$ cat config.mk
export PLATFORM = sky130hd
export DESIGN_NAME = uart_reg_responder
export DESIGN_NICKNAME = d
export VERILOG_FILES = /design/src/rtl/uart_reg_responder.sv
export SDC_FILE = /design/constraint.sdc
export NUM_CORES = 1
export LEC_CHECK = 0
export ABC_CLOCK_PERIOD_IN_PS = 3750
export BUFFER_PORTS_ARGS = -buffer_cell sky130_fd_sc_hd__buf_2
export CAP_MARGIN = 5
export CELL_PAD_IN_SITES_DETAIL_PLACEMENT = 0
export CELL_PAD_IN_SITES_GLOBAL_PLACEMENT = 1
export CORE_AREA = 4 4 176 178
export CTS_CLUSTER_SIZE = 12
export DETAILED_ROUTE_END_ITERATION = 16
export DIE_AREA = 0 0 180 182
export PLACE_DENSITY_LB_ADDON = 0.1
export SKIP_CTS_REPAIR_TIMING = 1
export SLEW_MARGIN = 20
export SYNTH_ARGS = -nofsm -noshare
export SYNTH_HDL_FRONTEND = slang
export SYNTH_SLANG_ARGS = --single-unit
export TNS_END_PERCENT = 100
$ cat constraint.sdc
create_clock -name clk -period 3.75 [get_ports clk]
set_input_delay 0.375 -clock clk [delete_from_list [all_inputs] [get_ports clk]]
set_output_delay 0.375 -clock clk [all_outputs]
set_load 0.005 [all_outputs]
$ cat src/rtl/uart_reg_responder.sv
`default_nettype none
// ============================================================================
// Module      : uart_reg_responder
// Description : Byte-level register-access responder behind a UART FIFO pair.
//               It parses 'W' addr data and 'R' addr frames from the receive
//               FIFO and runs them against a local 8-bit register bank. It
//               then pushes one ACK, NAK or read-data byte per frame into the
//               transmit FIFO.
// Revision    : 1.0 - initial release
// ============================================================================
module uart_reg_responder #(
  parameter int NUM_REGS       = 16,
  parameter int TIMEOUT_CYCLES = 20000
) (
  input  logic                  clk,
  input  logic                  reset_n,
  input  logic                  rx_empty,
  input  logic [7:0]            r_data,
  output logic                  rd_uart,
  input  logic                  tx_full,
  output logic [7:0]            w_data,
  output logic                  wr_uart,
  output logic [8*NUM_REGS-1:0] regs_flat,
  output logic                  frame_err
);

  localparam logic [2:0]  c_ST_IDLE     = 3'd0;
  localparam logic [2:0]  c_ST_GET_ADDR = 3'd1;
  localparam logic [2:0]  c_ST_GET_DATA = 3'd2;
  localparam logic [2:0]  c_ST_EXEC     = 3'd3;
  localparam logic [2:0]  c_ST_SEND     = 3'd4;

  localparam logic [7:0]  c_CMD_W = 8'h57;
  localparam logic [7:0]  c_CMD_R = 8'h52;
  localparam logic [7:0]  c_ACK   = 8'h06;
  localparam logic [7:0]  c_NAK   = 8'h15;

  // The timeout fires on the empty cycle in which the counter would reach
  // TIMEOUT_CYCLES-1, i.e. after TIMEOUT_CYCLES-1 consecutive empty cycles.
  localparam logic [15:0] c_TOUT_LAST = 16'(TIMEOUT_CYCLES - 2);
  // One extra bit so that NUM_REGS = 256 compares correctly.
  localparam logic [8:0]  c_NUM_REGS  = 9'(NUM_REGS);

  logic [2:0]  state_q, state_d;
  logic [15:0] tout_q, tout_d;
  logic [7:0]  cmd_q, addr_q, data_q;
  logic [7:0]  w_data_q;
  logic        frame_err_q;
  logic [7:0]  regs_q [NUM_REGS];

  logic        pop, push, exec, in_frame, tout_hit;
  logic        cmd_ok, addr_ok, is_nak, wr_en;
  logic [7:0]  rd_val, resp;

  // FSM state register and inter-byte timeout counter
  always_ff @(posedge clk) begin
    if (!reset_n) begin
      state_q <= c_ST_IDLE;
      tout_q  <= 16'd0;
    end else begin
      state_q <= state_d;
      tout_q  <= tout_d;
    end
  end

  // Next-state logic; the counter only advances while waiting inside a frame
  always_comb begin
    state_d = state_q;
    tout_d  = 16'd0;
    case (state_q)
      c_ST_IDLE: begin
        if (pop) begin
          if (r_data == c_CMD_W || r_data == c_CMD_R) state_d = c_ST_GET_ADDR;
          else                                        state_d = c_ST_EXEC;
        end
      end
      c_ST_GET_ADDR: begin
        if (pop) begin
          state_d = (cmd_q == c_CMD_W) ? c_ST_GET_DATA : c_ST_EXEC;
        end else if (tout_hit) begin
          state_d = c_ST_IDLE;
        end else begin
          tout_d = tout_q + 16'd1;
        end
      end
      c_ST_GET_DATA: begin
        if (pop) begin
          state_d = c_ST_EXEC;
        end else if (tout_hit) begin
          state_d = c_ST_IDLE;
        end else begin
          tout_d = tout_q + 16'd1;
        end
      end
      c_ST_EXEC: state_d = c_ST_SEND;
      c_ST_SEND: begin
        if (!tx_full) state_d = c_ST_IDLE;
      end
      default:   state_d = c_ST_IDLE;
    endcase
  end

  // FSM outputs: FIFO strobes, execute strobe and timeout detection
  always_comb begin
    in_frame = (state_q == c_ST_GET_ADDR) || (state_q == c_ST_GET_DATA);
    pop      = reset_n && !rx_empty &&
               ((state_q == c_ST_IDLE) || in_frame);
    push     = reset_n && !tx_full && (state_q == c_ST_SEND);
    exec     = (state_q == c_ST_EXEC);
    tout_hit = in_frame && rx_empty && (tout_q == c_TOUT_LAST);
  end

  // Frame decode: full 8-bit address compared against the bank size
  always_comb begin
    cmd_ok  = (cmd_q == c_CMD_W) || (cmd_q == c_CMD_R);
    addr_ok = ({1'b0, addr_q} < c_NUM_REGS);
    is_nak  = !cmd_ok || !addr_ok;
    wr_en   = exec && !is_nak && (cmd_q == c_CMD_W);
    rd_val  = 8'h00;
    for (int i = 0; i < NUM_REGS; i++) begin
      if (addr_q == 8'(i)) rd_val = regs_q[i];
    end
    if (is_nak)                  resp = c_NAK;
    else if (cmd_q == c_CMD_W)   resp = c_ACK;
    else                         resp = rd_val;
  end

  // Capture frame bytes on their pop edge, load response and error pulse
  always_ff @(posedge clk) begin
    if (!reset_n) begin
      cmd_q       <= 8'h00;
      addr_q      <= 8'h00;
      data_q      <= 8'h00;
      w_data_q    <= 8'h00;
      frame_err_q <= 1'b0;
    end else begin
      frame_err_q <= (exec && is_nak) || tout_hit;
      if (pop && state_q == c_ST_IDLE)     cmd_q  <= r_data;
      if (pop && state_q == c_ST_GET_ADDR) addr_q <= r_data;
      if (pop && state_q == c_ST_GET_DATA) data_q <= r_data;
      if (exec)                            w_data_q <= resp;
    end
  end

  // Register bank; each register loads only on a valid write to its address
  for (genvar gi = 0; gi < NUM_REGS; gi++) begin : g_reg
    localparam logic [7:0] c_IDX = 8'(gi);
    always_ff @(posedge clk) begin
      if (!reset_n)                        regs_q[gi] <= 8'h00;
      else if (wr_en && addr_q == c_IDX)   regs_q[gi] <= data_q;
    end
    assign regs_flat[8*gi +: 8] = regs_q[gi];
  end

  assign rd_uart   = pop;
  assign wr_uart   = push;
  assign w_data    = w_data_q;
  assign frame_err = frame_err_q;

endmodule
`default_nettype wire

# ---- Word level (Yosys, flattened, before mapping)
# Memories as Yosys holds them, arrays and structs flattened.
# Index checks and enable logic that the tools add are counted.
dict set report op_classes {
  eq_ne 26
  n_lt_le_gt_ge 1
  n_addsub 1
  n_reduce_logical 44
  bitwise_logic 18
  n_mux 91
}
# operator n
set op_table {}
lappend op_table {{8-bit two-way mux} 34}
lappend op_table {{8-bit by 4-bit equality test with 1-bit output, second input constant} 8}
lappend op_table {{1-bit two-way mux} 50}
lappend op_table {{8-bit by 3-bit equality test with 1-bit output, second input constant} 4}
lappend op_table {{8-bit by 7-bit equality test with 1-bit output, second input constant} 4}
lappend op_table {{1-bit logical AND} 28}
lappend op_table {{16-bit by 1-bit adder with 16-bit output, second input constant} 1}
lappend op_table {{16-bit by 15-bit equality test with 1-bit output, second input constant} 1}
lappend op_table {{8-bit by 2-bit equality test with 1-bit output, second input constant} 2}
lappend op_table {{1-bit bitwise OR} 16}
lappend op_table {{3-bit two-way mux} 5}
lappend op_table {{3-bit one-hot mux with 5 select lines} 1}
lappend op_table {{8-bit by 1-bit equality test with 1-bit output, second input constant} 1}
lappend op_table {{8-bit zero test} 1}
lappend op_table {{8-bit by 5-bit less-than comparator with 1-bit output, second input constant} 1}
lappend op_table {{3-bit by 2-bit equality test with 1-bit output, second input constant} 2}
lappend op_table {{1-bit logical OR} 6}
lappend op_table {{1-bit zero test} 5}
lappend op_table {{2-bit inequality test, second input constant} 2}
lappend op_table {{4-bit OR reduction} 1}
lappend op_table {{3-bit by 1-bit equality test with 1-bit output, second input constant} 1}
lappend op_table {{3-bit equality test, second input constant} 1}
lappend op_table {{3-bit zero test} 1}
lappend op_table {{2-bit two-way mux} 1}
lappend op_table {{3 further kinds} 4}
dict set report word_totals {
  memories 1
  mem_bits_rw 128
  word_cells 189
  ff_bits 52
  out_inout_bits 139
  in_bits 12
}
# memory words width rd rd_ports_with_merged_regs write_ports line_no
set mem_list {}
lappend mem_list {regs_q 16 8 16 0 16 49} ;# logic [7:0] regs_q [NUM_REGS];

# ---- Depth between registers and ports, before layout
# Gate-level depths: netlist of the first run.
dict set report depth {
  depth_word 19
  mapped_depth 9
  ltp_nobuf 7
}

# ---- Least setup slack after synthesis of the first run
# OpenSTA, ideal clock, no wires.
dict set report synth_timing {
  path_type {flip-flop to flip-flop}
  startpoint {reg addr_q[7]}
  endpoint {mem regs_q[1][2] (netlist: regs_q[0][10]), enable pin}
  t_required_ns 3.366
  arrival_time_ns 2.227
  n_path_buf 1
  setup_slack_ns 1.139
  stages_incl_launch_ff 6
  period_less_slack_ns 2.611
  cell_sequence {dfxtp_1 > buf_2 > or4_1 > nor4_1 > nand2_1 > o21ai_0}
}
# element line_no
set synth_rtl {}
lappend synth_rtl {{from (decl)} 46} ;# logic [7:0] cmd_q, addr_q, data_q;
lappend synth_rtl {{from (signal assigned)} 139} ;# if (pop && state_q == c_ST_GET_ADDR) addr_q <= r_data;
lappend synth_rtl {{to (decl)} 49}

# ---- Worst setup path after layout of the first run
dict set report layout_timing {
  startpoint {reg addr_q[7]}
  endpoint {reg w_data_q[1] (netlist: w_data[1])}
}
dict set report layout_via {
  elab_chain_cells 19
}
# element line_no
set layout_lines {}
lappend layout_lines {{8-bit zero test} 121} ;# if (addr_q == 8'(i)) rd_val = regs_q[i];
lappend layout_lines {{8-bit two-way mux (16 in a row)} 121}
lappend layout_lines {{8-bit two-way mux} 124} ;# else if (cmd_q == c_CMD_W) resp = c_ACK;
lappend layout_lines {{8-bit two-way mux *} 123} ;# if (is_nak) resp = c_NAK;
lappend layout_lines {{to (signal assigned)} 141} ;# if (exec) w_data_q <= resp;
lappend layout_lines {{to (decl)} 47} ;# logic [7:0] w_data_q;
# Mark *: on every way between the ends. The rest lies on a longest branch, timed or not.
# A chain may end at the register's enable or synchronous reset.

==> results of run 1 <==
power by group through the flow:
| stage | clock network [mW] | logic (mW) | registers (mW) |
|---|---|---|---|
| 6_report | 1.79 | 0.242 | 2.27 |
| 3_3_place_gp | 0 | 0.245 | 2.32 |
| 4_1_cts | 1.83 | 0.246 | 2.27 |
| 2_1_floorplan | 0 | 0.124 | 2.26 |
| 3_5_place_dp | 0 | 0.245 | 2.31 |
| 5_1_grt | 1.92 | 0.264 | 2.27 |
cell usage in the layout, fill, tap and decap left out, types with 3 or more instances in the layout:
cell type / Yosys / final
a211oi_1: 4 / 4
a21boi_0: 3 / 3
a21oi_1: 23 / 23
mux2_2: 3 / 3
o22ai_1: 9 / 9
inv_1: 9 / 9
a221oi_1: 3 / 3
dfxtp_1: 52 / 52
o21ai_1: 3 / 3
buf_2: 8 / 150
nor4_1: 3 / 3
nand2_1: 36 / 36
mux2i_1: 30 / 30
nand3_1: 28 / 28
nor2b_1: 33 / 33
a31oi_1: 7 / 7
xor2_1: 11 / 11
nand3b_1: 3 / 3
xnor2_1: 6 / 6
edfxtp_1: 128 / 128
nand4_1: 6 / 6
nor3_1: 14 / 14
nand2b_1: 5 / 5
and3_1: 6 / 6
o21ai_0: 49 / 49
inv_6: 0 / 5
clkbuf_16: 0 / 18
a22oi_1: 12 / 12
nor2_1: 62 / 62
o211ai_1: 6 / 6
o31ai_1: 3 / 3
and2_1: 130 / 130
buf_4: 5 / 32
worst max-delay path: cells and delay by family (launching register included):
| family | cells | cell delay, ns |
|---|---|---|
| AND/OR/NAND/NOR | 2 | 0.70 |
| flip-flops | 1 | 0.75 |
| AO/OA/AOI/OAI | 4 | 1.04 |
| buffers and inverters | 1 | 0.32 |
state kept, by name (all words and copies together), names as in the netlist:
signal,cells
regs_q,128
tout_q,16
addr_q,8
data_q,8
cmd_q,8
state_q,3
frame_err,1
w_data,8
final cells by class:
type,count,area share
multi-input combinational,558,0.338
sequential,180,0.463
timing repair buffer,182,0.0940
tap,390,0.0463
antenna,1,0.000237
clock inverter,12,0.0103
clock buffer,20,0.0444
inverter,9,0.00321
logic make-up after synthesis:
group                    Yosys count
buffers and inverters             56
flip-flops                       180
XOR/XNOR                          17
AND/OR/NAND/NOR                  359
multiplexers                      34
adder cells (fa/ha/maj)            2
AO/OA/AOI/OAI                    146
cells in the mapped netlist, types with 4 or more instances:
cell type	instances	share of area
and2_1	130	0.094
edfxtp_1	128	0.44
nor2_1	62	0.027
dfxtp_1	52	0.12
o21ai_0	49	0.028
nand2_1	36	0.016
nor2b_1	33	0.024
mux2i_1	30	0.035
clkbuf_1	29	0.013
nand3_1	28	0.016
a21oi_1	23	0.013
nor3_1	14	0.0081
a22oi_1	12	0.010
xor2_1	11	0.011
inv_1	9	0.0039
o22ai_1	9	0.0065
buf_2	8	0.0046
a31oi_1	7	0.0050
and3_1	6	0.0043
nand4_1	6	0.0043
o211ai_1	6	0.0052
xnor2_1	6	0.0060
buf_4	5	0.0043
nand2b_1	5	0.0036
a211oi_1	4	0.0035
routing by layer:
layer | wire [um] | GRT usage | part of all wire | vias to the layer above
li1 | - | - | - | 3186
met1 | 16200 | 0.293 | 0.48 | 3472
met2 | 15400 | 0.319 | 0.46 | 231
met3 | 1640 | 0.0337 | 0.049 | 19
met4 | 306 | 0.0344 | 0.0091 | 0
met5 | 0 | 0 | 0 | -
how the worst max path moves through the flow:
| stage | to | slack (ns) | start |
|---|---|---|---|
| 6_report | w_data[1]$_SDFFE_PN0N_ | 0.81 | addr_q[7]$_SDFFE_PN0P_ |
| 3_3_place_gp | w_data[1]$_SDFFE_PN0N_ | 0.90 | addr_q[7]$_SDFFE_PN0P_ |
| 5_1_grt | regs_q[0][13]$_SDFFCE_PN0P_ | 0.75 | addr_q[7]$_SDFFE_PN0P_ |
| 4_1_cts | w_data[1]$_SDFFE_PN0N_ | 0.87 | addr_q[7]$_SDFFE_PN0P_ |
| 3_5_place_dp | w_data[1]$_SDFFE_PN0N_ | 0.87 | addr_q[7]$_SDFFE_PN0P_ |
| 2_1_floorplan | regs_q[0][10]$_SDFFCE_PN0P_ | 1.14 | addr_q[7]$_SDFFE_PN0P_ |
==> impl_metrics.toml, run 1 <==
[outcome]
status = "complete, no violations"

[floorplanning]
ioPinCount = 151
start_util = 0.296
core_area_sq_um = 29400
dieArea_sq_um = 32800
die_h_um = 182
rows = 63
die_x_um = 180

[pwr]
seqPwrFrac = 0.527
power_frac_comb = 0.056
p_sw_mw = 1.09
total_power_mw = 4.30
intPower_mw = 3.21
powerDensity_nw_per_um2 = 408
peakVddDrop_v = 0.000272
swShare = 0.254
power_leakage_nw = 3.94
p_clk_frac = 0.417

[critical_path]
cp.arrival_ns = 3.25
r2r_slack_ns = 0.81
end_kind = "register"
worstSetupPathType = "reg2reg"
crit_slowest_cell = "dfxtp_1"
reg2reg_depth = 7
crit_chain = "nor2_1, nand2_1, buf_4, o32ai_1, o31a_1, a21oi_1, o21ai_0"
worst_path_largest_cell_delay_ns = 0.75
crit_fanout = 15
reg2reg_from = "addr_q[7]$_SDFFE_PN0P_"
startpoint_type = "register"
reg2reg_to = "w_data[1]$_SDFFE_PN0N_"
worst_ep_required_time_ns = 4.05

[run]
drv_cap = 0

[grt]
antenna_found_initial = 4
overflow = 0
first_global_vias = 6900
grt_pass1_wl_um = 48900
grtUsageTotal = 0.201
grt_max_degree = 33

[sta]
tightest_slew_ns = 1.06
timing.hold.ws_ns = 0.258
drv_slew = 0
fin_ws_ns = 0.807
fmax_ghz = 0.340
finClkSkew_ns = 0.00888
finalSetupViolations = 0
min_period_over_period = 0.785
fin_crit_ns = 2.94
relSlewSlack = 0.290
rsz0062_at_grt = "false"
final.setup.tns_ns = 0
finalHoldViolCount = 0

[final_layout]
layout-drive-gt1-share = 0.251
fin_area_sq_um = 10500
fin_util = 0.358
syn_to_final_growth_pct = 21.2
multi_input_area_sq_um = 3560
fin_cells = 1352
fin_nets = 962
area.sequential_sq_um = 4880
n_fill_cell = 2981

[synth]
synth_top_family_by_area = "simple AND/OR/NAND/NOR gates"
avgSynthCellArea_sq_um = 11.0
synthFlopType = "edfxtp_1"
synth_compound_area_frac = 0.107
syn-num-nets = 808
synthAdderAreaFrac = 0.00288
netlist_area_sq_um = 8690
seq_area_frac_synth = 0.562
synth_cells = 794
synthMuxAreaShare = 0.0410
ys_warn_count = 0
async_reset_ff_frac = 0
synthSimpleGateAreaFrac = 0.241
synth-edff-count = 128
yosysUniqueCellTypes = 77
synth-xor-area-share = 0.0171
ys_ff_latch = 180

[route]
dr_total_vias = 6908
routedWlPerCell_um = 24.8
via_per_inst = 5.11
first_pass_iters = 5
drtAntennaViolNets = 0
drt_wl_total_um = 33600
route.detailed.drc = 0
drt_iter0_drc = 521

[clock_tree]
clockBufferDepth = 2
cts_tree = "yes"
clk_latency_ns = 0.43
cts-buffers-inserted = 17
htreeDepth = 4
clock_sinks = 180
cts_root_buf = "clkbuf_16"
clk_pin_slew_ns = 0.07

[min_path]
min_from = "r_data[3]"
hold_class = "in2reg"
holdPathStages = 3
min_to = "cmd_q[3]$_SDFFE_PN0P_"

[placement]
dpl.cell_count = 1319
place_hpwl_um = 24600
port_buffers = 150
gp_routability_congestion = 0.864
post-place-ws_ns = 0.869
postPlaceCellArea_sq_um = 9960
Note: power is estimated with default switching activity, not from simulation.
==> run 2: changes to the inputs <==
--- a/config.mk
+++ b/config.mk
@@ -5,7 +5,7 @@
 export SDC_FILE = /design/constraint.sdc
 export NUM_CORES = 1
 export LEC_CHECK = 0
-export ABC_CLOCK_PERIOD_IN_PS = 3750
+export ABC_CLOCK_PERIOD_IN_PS = 3000
 export BUFFER_PORTS_ARGS = -buffer_cell sky130_fd_sc_hd__buf_2
 export CAP_MARGIN = 5
 export CELL_PAD_IN_SITES_DETAIL_PLACEMENT = 0
==> constraint.sdc (replaced) <==
create_clock -name clk -period 3 [get_ports clk]
set_input_delay 0.3 -clock clk [delete_from_list [all_inputs] [get_ports clk]]
set_output_delay 0.3 -clock clk [all_outputs]
set_load 0.005 [all_outputs]
==> impl_metrics.toml, run 2 (synthesis gave the netlist of run 1 again) <==
[floorplanning]
die_h_um = 182
ioPinCount = 151
dieArea_sq_um = 32800
start_util = 0.296
die_x_um = 180
rows = 63
core_area_sq_um = 29400

[sta]
fmax_ghz = 0.372
min_period_over_period = 0.896
finalSetupViolations = 0
relSlewSlack = 0.277
finClkSkew_ns = 0.0136
fin_crit_ns = 2.69
tightest_slew_ns = 1.08
drv_slew = 0
final.setup.tns_ns = 0
finalHoldViolCount = 0
rsz0062_at_grt = "false"

[route]
route.detailed.drc = 0
routedWlPerCell_um = 24.4
dr_total_vias = 6868
drt_iter0_drc = 666
drtAntennaViolNets = 0
via_per_inst = 5.04
first_pass_iters = 5
drt_wl_total_um = 33200

[grt]
grt_pass1_wl_um = 48700
antenna_found_initial = 2
first_global_vias = 6908
grtUsageTotal = 0.201
overflow = 0
grt_max_degree = 41

[pwr]
peakVddDrop_v = 0.000314
total_power_mw = 5.32
power_leakage_nw = 3.99
powerDensity_nw_per_um2 = 501

[placement]
port_buffers = 150
postPlaceCellArea_sq_um = 10100
place_hpwl_um = 24600
gp_routability_congestion = 0.853

[final_layout]
fin_nets = 974
fin_util = 0.361
syn_to_final_growth_pct = 22.1
final_common_cell = "buf_2"
final_cell_mix = "buf_2, and2_1, edfxtp_1"
layout-drive-gt1-share = 0.259
antenna_cells = 0
top_register = "regs_q"
largest_register_ffs = 128
top_regs = "regs_q: 128 flops, tout_q: 16 flops"
fin_area_sq_um = 10600

[critical_path]
end_kind = "register"
startpoint_type = "register"
r2r_slack_ns = 0.31
worst_ep_required_time_ns = 3.14
crit_fanout = 9
worstSetupPathType = "reg2reg"
cp.arrival_ns = 2.83

[clock_tree]
htreeDepth = 4
cts_tree = "yes"
clk_pin_slew_ns = 0.08
clock_sinks = 180
cts-buffers-inserted = 17
clockBufferDepth = 2
cts_root_buf = "clkbuf_16"
clk_latency_ns = 0.43

[outcome]
status = "complete, no violations"

[run]
drv_cap = 0

[min_path]
hold_class = "in2reg"
[run 2: routing by layer]
metal,wire (um),vias to the layer above,track usage
li1,-,3209,-
met1,15900,3396,0.292
met2,15100,240,0.313
met3,1720,23,0.0337
met4,472,0,0.0469
met5,0,-,0
[run 2: layout make-up]
class / instances / area [sq um]
fillers: 3000 / 18800
repair buffers: 194 / 1090
well taps: 390 / 488
inverters: 9 / 33.8
clock inverters: 13 / 118
multi-input cells: 558 / 3560
clock buffers: 19 / 433
flip-flops and latches: 180 / 4880
[run 2: final timing paths]
kind,from,cells after the start,to
hold reg to reg,tout_q[0]$_SDFF_PP0_,1,tout_q[0]$_SDFF_PP0_
setup / recovery,addr_q[7]$_SDFFE_PN0P_,6,regs_q[1][17]$_SDFFCE_PN0P_
setup reg to reg,addr_q[7]$_SDFFE_PN0P_,6,regs_q[1][17]$_SDFFCE_PN0P_
hold / removal,tx_full,3,state_q[2]$_SDFFE_PN0P_
[run 2: power by group]
part	switching, mW	internal (mW)	total (mW)
registers	0.101	2.73	2.83
clock network	1.08	1.10	2.18
logic	0.183	0.128	0.311
total	1.36	3.95	5.32
[run 2: critical path, cell delays in order, from the launching register on]
cell,delay (ns)
dfxtp_1,0.45
or4_1,0.63
nor4_1,0.53
buf_4,0.25
nand2_1,0.13
o21ai_0,0.20
buf_4,0.20
[run 2: metrics by stage]
stage          hold slack (ns)  instances  worst slack (ns)
5_1_grt                  0.144       1363             0.118
3_5_place_dp             0.492       1331             0.263
6_report                 0.154       1363             0.312
3_3_place_gp             0.486       1331             0.264
2_1_floorplan            0.449        794             0.389
4_1_cts                  0.141       1363             0.236
==> run 3: changes to the inputs <==
--- a/config.mk
+++ b/config.mk
@@ -5,15 +5,16 @@
 export SDC_FILE = /design/constraint.sdc
 export NUM_CORES = 1
 export LEC_CHECK = 0
+export ABC_AREA = 1
 export ABC_CLOCK_PERIOD_IN_PS = 3000
 export BUFFER_PORTS_ARGS = -buffer_cell sky130_fd_sc_hd__buf_2
 export CAP_MARGIN = 5
 export CELL_PAD_IN_SITES_DETAIL_PLACEMENT = 0
 export CELL_PAD_IN_SITES_GLOBAL_PLACEMENT = 1
-export CORE_AREA = 4 4 176 178
+export CORE_AREA = 4 4 171 173
 export CTS_CLUSTER_SIZE = 12
 export DETAILED_ROUTE_END_ITERATION = 16
-export DIE_AREA = 0 0 180 182
+export DIE_AREA = 0 0 175 177
 export PLACE_DENSITY_LB_ADDON = 0.1
 export SKIP_CTS_REPAIR_TIMING = 1
 export SLEW_MARGIN = 20
==> impl_metrics.toml, run 3 <==
[route]
route.detailed.drc = 0
dr_total_vias = 6717
first_pass_iters = 5
drt_wl_total_um = 29300
drtAntennaViolNets = 0
drt_iter0_drc = 537
routedWlPerCell_um = 20.4
via_per_inst = 4.67

[pwr]
peakVddDrop_v = 0.000266
powerDensity_nw_per_um2 = 538
power_leakage_nw = 3.88
total_power_mw = 5.41
p_clk_frac = 0.409
p_sw_mw = 1.46
swShare = 0.269
power_frac_comb = 0.074
intPower_mw = 3.95
seqPwrFrac = 0.517

[grt]
busiest_layer = "met2"
antenna_found_initial = 0
grt_max_degree = 60
grt.met3_usage = 0.0299
grtUsageTotal = 0.189
use_met1 = 0.276
overflow = 0
grt_pass1_wl_um = 43700
grt_use_met2 = 0.300
first_global_vias = 6688

[min_path]
holdPathStages = 2
hold_class = "in2reg"
min_to = "state_q[1]$_SDFFE_PN0P_"
min_from = "rx_empty"

[sta]
min_period_over_period = 0.829
finClkSkew_ns = 0.0143
drv_slew = 0
final.setup.tns_ns = 0
relSlewSlack = 0.340
finalSetupViolations = 0
rsz0062_at_grt = "false"
finalHoldViolCount = 0
timing.hold.ws_ns = 0.103
fin_crit_ns = 2.49
tightest_slew_ns = 0.984
fmax_ghz = 0.402

[final_layout]
final_cell_mix = "nor2_1, buf_2, nand2_1"
final_common_cell = "nor2_1"
fin_nets = 1062
top_regs = "regs_q: 128 flops, tout_q: 16 flops"
layout-drive-gt1-share = 0.241
fin_util = 0.364
largest_register_ffs = 128
n_fill_cell = 2917
top_register = "regs_q"
antenna_cells = 0
syn_to_final_growth_pct = 22.7

[critical_path]
cp.arrival_ns = 2.57
end_kind = "register"
reg2reg_to = "regs_q[1][50]$_SDFFCE_PN0P_"
worst_ep_required_time_ns = 3.08
startpoint_type = "register"
worstSetupPathType = "reg2reg"
reg2reg_depth = 10
crit_fanout = 8
r2r_slack_ns = 0.51
reg2reg_from = "cmd_q[4]$_SDFFE_PN0P_"

[synth]
yosysUniqueCellTypes = 41
yosysTopAreaCell = "edfxtp_1"
ys_ff_latch = 180
netlist.area_leader.share = 0.469
synth_cells = 879
synth.most_common_cell = "nor2_1"
ys_top_cells_by_count = "nor2_1, nand2_1, edfxtp_1, inv_1, dfxtp_1"
seq_area_frac_synth = 0.596
netlist_area_sq_um = 8190
async_reset_ff_frac = 0
ys_warn_count = 0
synthFlopType = "edfxtp_1"
synth_top_cells_by_area = "edfxtp_1, dfxtp_1, nor2_1, nand2_1, inv_1"
syn-num-nets = 893
avgSynthCellArea_sq_um = 9.32
synth-edff-count = 128

[floorplanning]
rows = 61
die_h_um = 177
die_x_um = 175
start_util = 0.296
dieArea_sq_um = 31000
ioPinCount = 151
core_area_sq_um = 27600

[placement]
gp_routability_congestion = 0.789
port_buffers = 150
place_hpwl_um = 21500

[outcome]
status = "complete, no violations"

[clock_tree]
clk_latency_ns = 0.43
htreeDepth = 4
clock_sinks = 180
cts_root_buf = "clkbuf_16"
clockBufferDepth = 2
cts-buffers-inserted = 17
clk_pin_slew_ns = 0.08
cts_tree = "yes"

[run]
drv_cap = 0
run 3: cell types whose count changed after synthesis, sizes merged, moves of 13 or more:
cell | previous run | this run
mux2i | 30 | 0
inv | 9 | 87
nand3 | 28 | 50
nand4 | 7 | 21
nor2 | 65 | 225
nor2b | 33 | 0
and2 | 130 | 1
nand2 | 36 | 148
a21oi | 25 | 46
clkbuf | 29 | 16
run 3: per-layer routing:
metal  wire length (um)  share of wire
met5                  0              0
met3               1060          0.036
met4                243         0.0083
met1              14200           0.48
met2              13800           0.47
run 3: area by class of cell:
class / instances / area [sq um] / area share
well taps: 378 / 473 / 0.0471
multi-input cells: 580 / 2850 / 0.283
clock buffers: 17 / 425 / 0.0423
flip-flops and latches: 180 / 4880 / 0.486
inverters: 97 / 365 / 0.0364
clock inverters: 15 / 138 / 0.0137
repair buffers: 172 / 916 / 0.0912
run 3: kinds of logic after synthesis:
group / share of synthesized area
compound gates: 0.0680
xor+xnor: 0.00428
flops: 0.596
simple gates: 0.272
fa+ha+maj: 0.00305
buf+inv: 0.0564
run 3: power by group through the flow:
stage | Sequential, mW | Combinational, mW | Clock [mW]
after CTS | 2.80 | 0.406 | 2.25
final | 2.80 | 0.399 | 2.21
after floorplan | 2.83 | 0.197 | 0
after global placement | 2.86 | 0.405 | 0
after detailed placement | 2.85 | 0.405 | 0
after global routing | 2.80 | 0.442 | 2.35
run 3: worst max-delay path, cell delays in order, from the launching register on:
cell and delay, ns:
dfxtp_1 0.33, nand2_1 0.05, nor3_1 0.14, inv_1 0.15, nor3_2 0.28, o21ai_2 0.14
nor2_2 0.20, nand2_1 0.12, clkinv_2 0.30, nand2_1 0.09, nand2_1 0.33
run 3: how the worst max path moves through the flow:
stage | startpoint | end | cells past startpoint
2_1_floorplan | addr_q[6]$_SDFFE_PN0P_ | regs_q[0][32]$_SDFFCE_PN0P_ | 9
3_3_place_gp | cmd_q[4]$_SDFFE_PN0P_ | regs_q[1][51]$_SDFFCE_PN0P_ | 10
3_5_place_dp | cmd_q[4]$_SDFFE_PN0P_ | regs_q[1][51]$_SDFFCE_PN0P_ | 10
4_1_cts | cmd_q[4]$_SDFFE_PN0P_ | regs_q[1][55]$_SDFFCE_PN0P_ | 10
5_1_grt | cmd_q[4]$_SDFFE_PN0P_ | regs_q[1][50]$_SDFFCE_PN0P_ | 10
6_report | cmd_q[4]$_SDFFE_PN0P_ | regs_q[1][50]$_SDFFCE_PN0P_ | 10
run 3: stage by stage:
step | cells | worst slack [ns] | instance area (sq um)
finish | 1439 | 0.513 | 10000
global route | 1439 | 0.271 | 10000
CTS | 1439 | 0.521 | 10000
detailed placement | 1407 | 0.547 | 9480
global placement | 1407 | 0.518 | 9480
floorplan | 879 | 0.717 | 8190
